[src/rtl/ram_fifo.sv]
// Synchronous FIFO over an inferred block-RAM array with a one-cycle registered read.
// Status flags decode from the registered count; overflow/underflow are sticky until rst.
module ram_fifo #(
  parameter int DATA_WIDTH   = 16,
  parameter int ADDR_WIDTH   = 8,
  parameter int ALMOST_FULL  = (1 << ADDR_WIDTH) - 4,
  parameter int ALMOST_EMPTY = 4
) (
  input  logic                  clk,
  input  logic                  rst,
  input  logic                  wr_en,
  input  logic [DATA_WIDTH-1:0] wr_data,
  input  logic                  rd_en,
  output logic [DATA_WIDTH-1:0] rd_data,
  output logic                  rd_valid,
  output logic [ADDR_WIDTH:0]   count,
  output logic                  empty,
  output logic                  full,
  output logic                  almost_empty,
  output logic                  almost_full,
  output logic                  overflow,
  output logic                  underflow
);

  localparam int DEPTH = 1 << ADDR_WIDTH;
  localparam logic [ADDR_WIDTH:0] DEPTH_C = (ADDR_WIDTH + 1)'(DEPTH);
  localparam logic [ADDR_WIDTH:0] AF_C    = (ADDR_WIDTH + 1)'(ALMOST_FULL);
  localparam logic [ADDR_WIDTH:0] AE_C    = (ADDR_WIDTH + 1)'(ALMOST_EMPTY);

  logic [DATA_WIDTH-1:0] mem [DEPTH];
  logic [ADDR_WIDTH-1:0] wptr;
  logic [ADDR_WIDTH-1:0] rptr;
  logic                  wr_acc;
  logic                  rd_acc;

  assign empty        = (count == '0);
  assign full         = (count == DEPTH_C);
  assign almost_empty = (count <= AE_C);
  assign almost_full  = (count >= AF_C);

  // No bypass: an empty FIFO rejects a same-cycle read, a full one a same-cycle write.
  assign wr_acc = wr_en & ~full;
  assign rd_acc = rd_en & ~empty;

  // Memory has no reset so it maps onto block RAM.
  always_ff @(posedge clk) begin
    if (!rst && wr_acc) begin
      mem[wptr] <= wr_data;
    end
  end

  always_ff @(posedge clk) begin
    if (rst) begin
      wptr      <= '0;
      rptr      <= '0;
      count     <= '0;
      rd_data   <= '0;
      rd_valid  <= 1'b0;
      overflow  <= 1'b0;
      underflow <= 1'b0;
    end else begin
      if (wr_acc) begin
        wptr <= wptr + 1'b1;
      end
      if (rd_acc) begin
        rd_data <= mem[rptr];
        rptr    <= rptr + 1'b1;
      end
      rd_valid <= rd_acc;
      case ({wr_acc, rd_acc})
        2'b10:   count <= count + 1'b1;
        2'b01:   count <= count - 1'b1;
        default: count <= count;
      endcase
      if (wr_en && full) begin
        overflow <= 1'b1;
      end
      if (rd_en && empty) begin
        underflow <= 1'b1;
      end
    end
  end

endmodule

[config.mk]
export PLATFORM = sky130hd
export DESIGN_NAME = ram_fifo
export DESIGN_NICKNAME = d
export VERILOG_FILES = /design/src/rtl/ram_fifo.sv
export SDC_FILE = /design/constraint.sdc
export NUM_CORES = 2
export LEC_CHECK = 0
export ABC_CLOCK_PERIOD_IN_PS = 6900
export CAP_MARGIN = 20
export CORE_ASPECT_RATIO = 0.75
export CORE_MARGIN = 8
export CORE_UTILIZATION = 60
export CTS_CLUSTER_DIAMETER = 60
export DETAILED_ROUTE_END_ITERATION = 16
export PLACE_DENSITY = 0.75
export SYNTH_ARGS = -nofsm -noshare
export SYNTH_HDL_FRONTEND = slang
export SYNTH_SLANG_ARGS = --single-unit
export TNS_END_PERCENT = 20
[constraint.sdc]
create_clock -name clk -period 6.9 [get_ports clk]
set_clock_uncertainty 0.05 [all_clocks]
set_input_delay 1.38 -clock clk [delete_from_list [all_inputs] [get_ports clk]]
set_output_delay 1.38 -clock clk [all_outputs]
set_load 0.005 [all_outputs]
==> impl.org <==
** Routing
- Dividing the detail-routed via count by the number of cells gives 7.23.
- Final antenna-violating net count :: 0
- Initial drt markers :: around 16000
- The final layout contains routed wiring with a total length of 455 mm.
- Dividing the detail-routed wire length by the instance count gives 39.3 µm.
- Summing over every cut layer, the via total after detailed routing is around 84000.
- Remaining DRCs :: 0
- TritonRoute pass-1 iters :: 7

** Final layout
- For this run, the post-layout net count is 7740.
- The layout has 16200 filler cells.
- Fraction of layout cells with a size suffix above 1 :: between 20% and 30%
- Compared with the post-synthesis result, the final layout area differs by 11.2%.
- Non-filler instance count after layout :: 11600
- Final Core Density :: 66.9%

** Synth
- After synthesis the netlist holds a flip-flop and latch count of 4140.
- Synth async-reset ratio :: 0%
- Number of cells produced by synthesis :: 7317
- Dominant cells by area after synthesis :: sky130_fd_sc_hd__edfxtp_1 (77%), sky130_fd_sc_hd__mux4_2 (13%), sky130_fd_sc_hd__mux2i_1 (2.3%)
- Yosys mapped the design onto 79 distinct sky130hd cell types.
- Counting every net in the synthesized netlist gives ~7400.
- Post-Synthesis Mean Instance Area :: 21.8 µm²
- Of the synthesized area, sequential elements account for 77.6%.
- The synthesized design contains roughly 4100 enable-type register cells.
- For this run, the number of Yosys warnings is 0.
- Of all cell types, the one taking the most synthesized area is sky130_fd_sc_hd__edfxtp_1.
- The synthesized design devotes to its leading area cell type about 77% of total area.
- In the synthesized netlist the dominant register cell turns out to be sky130_fd_sc_hd__edfxtp_1.
- Area of the mapped netlist :: 160000 µm²

** Critical path
- Path type of the worst setup path :: reg2reg
- Data on the critical path is required at its endpoint by around 7.7 ns.
- Counting both buffers and inverters, the worst setup path holds a total of 2.
- Along the worst path, the maximum fanout reaches 45.
- CP Launch Point :: rptr[0]
- Family with the most delay on the worst path :: compound AO/OA/AOI/OAI gates
- Largest incremental delay on the critical path :: 0.97 ns
- In this run the critical register-to-register path is launched from rptr[0].
- The signal on the critical path passes through buf_4 -> buf_12 -> mux4_2 -> a22oi_1 -> nand4_1 -> a31oi_1 -> o21ai_0 -> a31o_1.
- Crit-path slowest cell :: sky130_fd_sc_hd__dfxtp_4
- Element type at the critical path start :: flop
- STA classifies the critical path endpoint as a flop.
- Data arrives at the worst endpoint at 5.65 ns.

** CTS
- CTS tree :: done
- Clock buffer count from CTS :: 366
- Clock sink total :: 4140
- Clock transition at the registers of the reported paths :: around 0.07 ns
- Post-CTS timing repair inserted 0 buffers for setup.
- The number of gates resized after CTS was 0.
- Clock latency reported for the late side of the worst-skew pair :: 0.91 ns
- The H-tree generated during clock tree synthesis spans 5 levels.
- For this design, the CTS-stage hold fixing added 0 buffers.
- Counting along the longest clock path gives a buffer depth of 4.
- Root buffer cell :: sky130_fd_sc_hd__clkbuf_16

** GRT
- Antenna violations before repair :: 37
- Total Routing Usage GR :: a little under a third
- Vias in the first global route :: approximately 80000
- Overflow left after global routing :: 0
- Pin count of the biggest net entering global routing :: approximately 180
- The first global-routing pass estimated 627 mm of wire.

** Power and ir drop
- Power density relative to cell area :: 326 nW/µm²
- Total leakage power :: ~55 nW
- Maximum ir drop on the vdd rail :: 0.350 mV
- Power after layout :: 57.9 mW

** Floorplanning
- Total I/O pin count :: 52
- The total area inside the core boundary comes to 266000 µm².
- X dimension of the die :: between 600 and 700 µm
- Total die area :: 283000 µm²
- The die is between 400 and 500 µm tall.
- Floorplan row count :: 164
- For this configuration, the core starts out at a cell density of between 60% and 70%.

** STA
- In the final timing run, aggregate negative setup slack is 0 ns.
- Worst slew margin relative to its limit :: 3.20%
- Number of failing hold endpoints at the final stage :: 0
- For the pin with the worst max-slew slack, the measured transition is 1.45 ns.
- Unrepaired setup endpoints after global routing :: no
- Post-layout min period :: between 4 and 5 ns
- Number of max-slew violations in the final report :: 0
- Max Clock Freq :: 204 MHz
- Total of endpoints with negative setup slack in the final report :: 0
- Of the available clock period, the critical path in the final layout requires 70.9%.

** Placement
- Counting tap cells, the placed design contains a total of 10900 instances.
- Detailed placement ended at an HPWL of 265 mm.
- During placement, the flow inserted port buffers numbering 51.
- Routability Congestion :: 0.965

** Hold path
- Path category of the worst min-delay check :: reg2reg
- Hold Path Origin :: underflow

** Status
- Status :: completed

** Run
- Across the run, the number of max-cap violations was 0.
[worst min-delay path, stage by stage, from the launching register on]
cell and delay (ns):
sky130_fd_sc_hd__dfxtp_1 0.33, sky130_fd_sc_hd__a21oi_1 0.04, sky130_fd_sc_hd__nor2_1 0.07
[state kept, by name, indices dropped and copies added, names as in the netlist]
register and flops:
mem 4096, rptr 8, wptr 8, underflow 1, count 9, overflow 1
rd_valid 1, rd_data 16
[cell usage in the layout, fill, tap and decap left out, types with 15 or more instances in the layout]
cell type | Yosys | layout
sky130_fd_sc_hd__a211oi_1 | 25 | 24
sky130_fd_sc_hd__a21o_1 | 16 | 16
sky130_fd_sc_hd__a21oi_1 | 141 | 141
sky130_fd_sc_hd__a221oi_1 | 79 | 79
sky130_fd_sc_hd__a222oi_1 | 15 | 15
sky130_fd_sc_hd__a22o_1 | 22 | 22
sky130_fd_sc_hd__a22oi_1 | 76 | 76
sky130_fd_sc_hd__a31oi_1 | 21 | 21
sky130_fd_sc_hd__buf_12 | 5 | 37
sky130_fd_sc_hd__buf_4 | 46 | 347
sky130_fd_sc_hd__bufinv_16 | 0 | 32
sky130_fd_sc_hd__clkbuf_1 | 154 | 64
sky130_fd_sc_hd__clkbuf_16 | 0 | 374
sky130_fd_sc_hd__clkbuf_8 | 0 | 16
sky130_fd_sc_hd__clkdlybuf4s50_1 | 0 | 34
sky130_fd_sc_hd__clkinv_1 | 4 | 91
sky130_fd_sc_hd__clkinv_2 | 0 | 57
sky130_fd_sc_hd__dfxtp_1 | 44 | 37
sky130_fd_sc_hd__diode_2 | 0 | 46
sky130_fd_sc_hd__edfxtp_1 | 4096 | 4096
sky130_fd_sc_hd__mux2i_1 | 360 | 360
sky130_fd_sc_hd__mux4_2 | 953 | 953
sky130_fd_sc_hd__nand2_1 | 223 | 211
sky130_fd_sc_hd__nand3_1 | 42 | 37
sky130_fd_sc_hd__nor2_1 | 348 | 300
sky130_fd_sc_hd__nor2_2 | 0 | 46
sky130_fd_sc_hd__nor3_1 | 23 | 22
sky130_fd_sc_hd__o21ai_0 | 79 | 79
sky130_fd_sc_hd__o221ai_1 | 45 | 45
sky130_fd_sc_hd__o22ai_1 | 47 | 47
[report_power, final]
group	internal, mW	switching [mW]
combinational	4.13	5.76
sequential	27.7	0.248
clock	11.1	8.98
total	43.0	15.0
[synth_stat cells, drive strengths merged (8+ instances only)]
| cell type | instances |
|---|---|
| edfxtp | 4096 |
| o2111ai | 10 |
| mux4 | 953 |
| a211oi | 25 |
| nor2b | 16 |
| o221ai | 45 |
| o211ai | 13 |
| nor2 | 348 |
| a21oi | 141 |
| nor3 | 23 |
| o22ai | 47 |
| buf | 269 |
| a222oi | 15 |
| ha | 13 |
| o21ai | 82 |
| inv | 12 |
| dfxtp | 44 |
| a311oi | 9 |
| nand3 | 42 |
| nor4 | 12 |
| a22oi | 76 |
| a22o | 22 |
| mux2i | 360 |
| a31oi | 21 |
| a221oi | 79 |
| xnor2 | 13 |
| nand2 | 223 |
| and2 | 9 |
| clkbuf | 154 |
| a221o | 8 |
| a21o | 16 |
| nand4 | 8 |
[cells by family (layout without fill, tap and decap cells)]
| family | Yosys count | count (layout) | share of synthesized area [%] |
|---|---|---|---|
| AND/OR/NAND/NOR | 717 | 717 | 1.89 |
| adder cells (fa/ha/maj) | 14 | 14 | 0.114 |
| multiplexers | 1316 | 1316 | 15.7 |
| flip-flops | 4140 | 4140 | 77.6 |
| other | 0 | 46 | 0 |
| AO/OA/AOI/OAI | 673 | 673 | 2.98 |
| buffers and inverters | 439 | 1107 | 1.64 |
| XOR/XNOR | 18 | 18 | 0.0987 |
[per-layer routing]
metal	global-route usage [%]	up-vias	routed length (µm)
met1	44.3	43200	157000
met4	13.0	32	22300
met2	44.7	7784	199000
met5	1.35	-	524
met3	12.6	1162	76700
li1	-	31700	-
[worst paths after layout]
path / cells after the start / slack (ns) / to
max: 8 / 2.00 / rd_data[1]
min: 2 / 0.42 / underflow
max reg2reg: 8 / 2.00 / rd_data[1]
min reg2reg: 2 / 0.42 / underflow
[stage by stage]
step	setup WS, ns	cell area [µm²]	hold slack [ns]
finish	2.00	178000	0.424
global route	1.88	177000	0.446
CTS	2.16	177000	0.429
detailed placement	1.24	166000	0.415
global placement	1.06	166000	0.405
floorplan	2.38	160000	0.405
[area by class of cell]
type                            instances  area (µm²)  area share (%)
Antenna cell                           46         115          0.0648
Clock inverter                        209        1880            1.06
Inverter                               16        75.1          0.0423
Timing Repair Buffer                  444        3980            2.24
Tap cell                             3569        4470            2.51
Clock buffer                          438        9600            5.41
Sequential cell                      4140      124000            69.8
Multi-Input combinational cell       2738       33600            18.9
(Power assumes the default switching activity.)
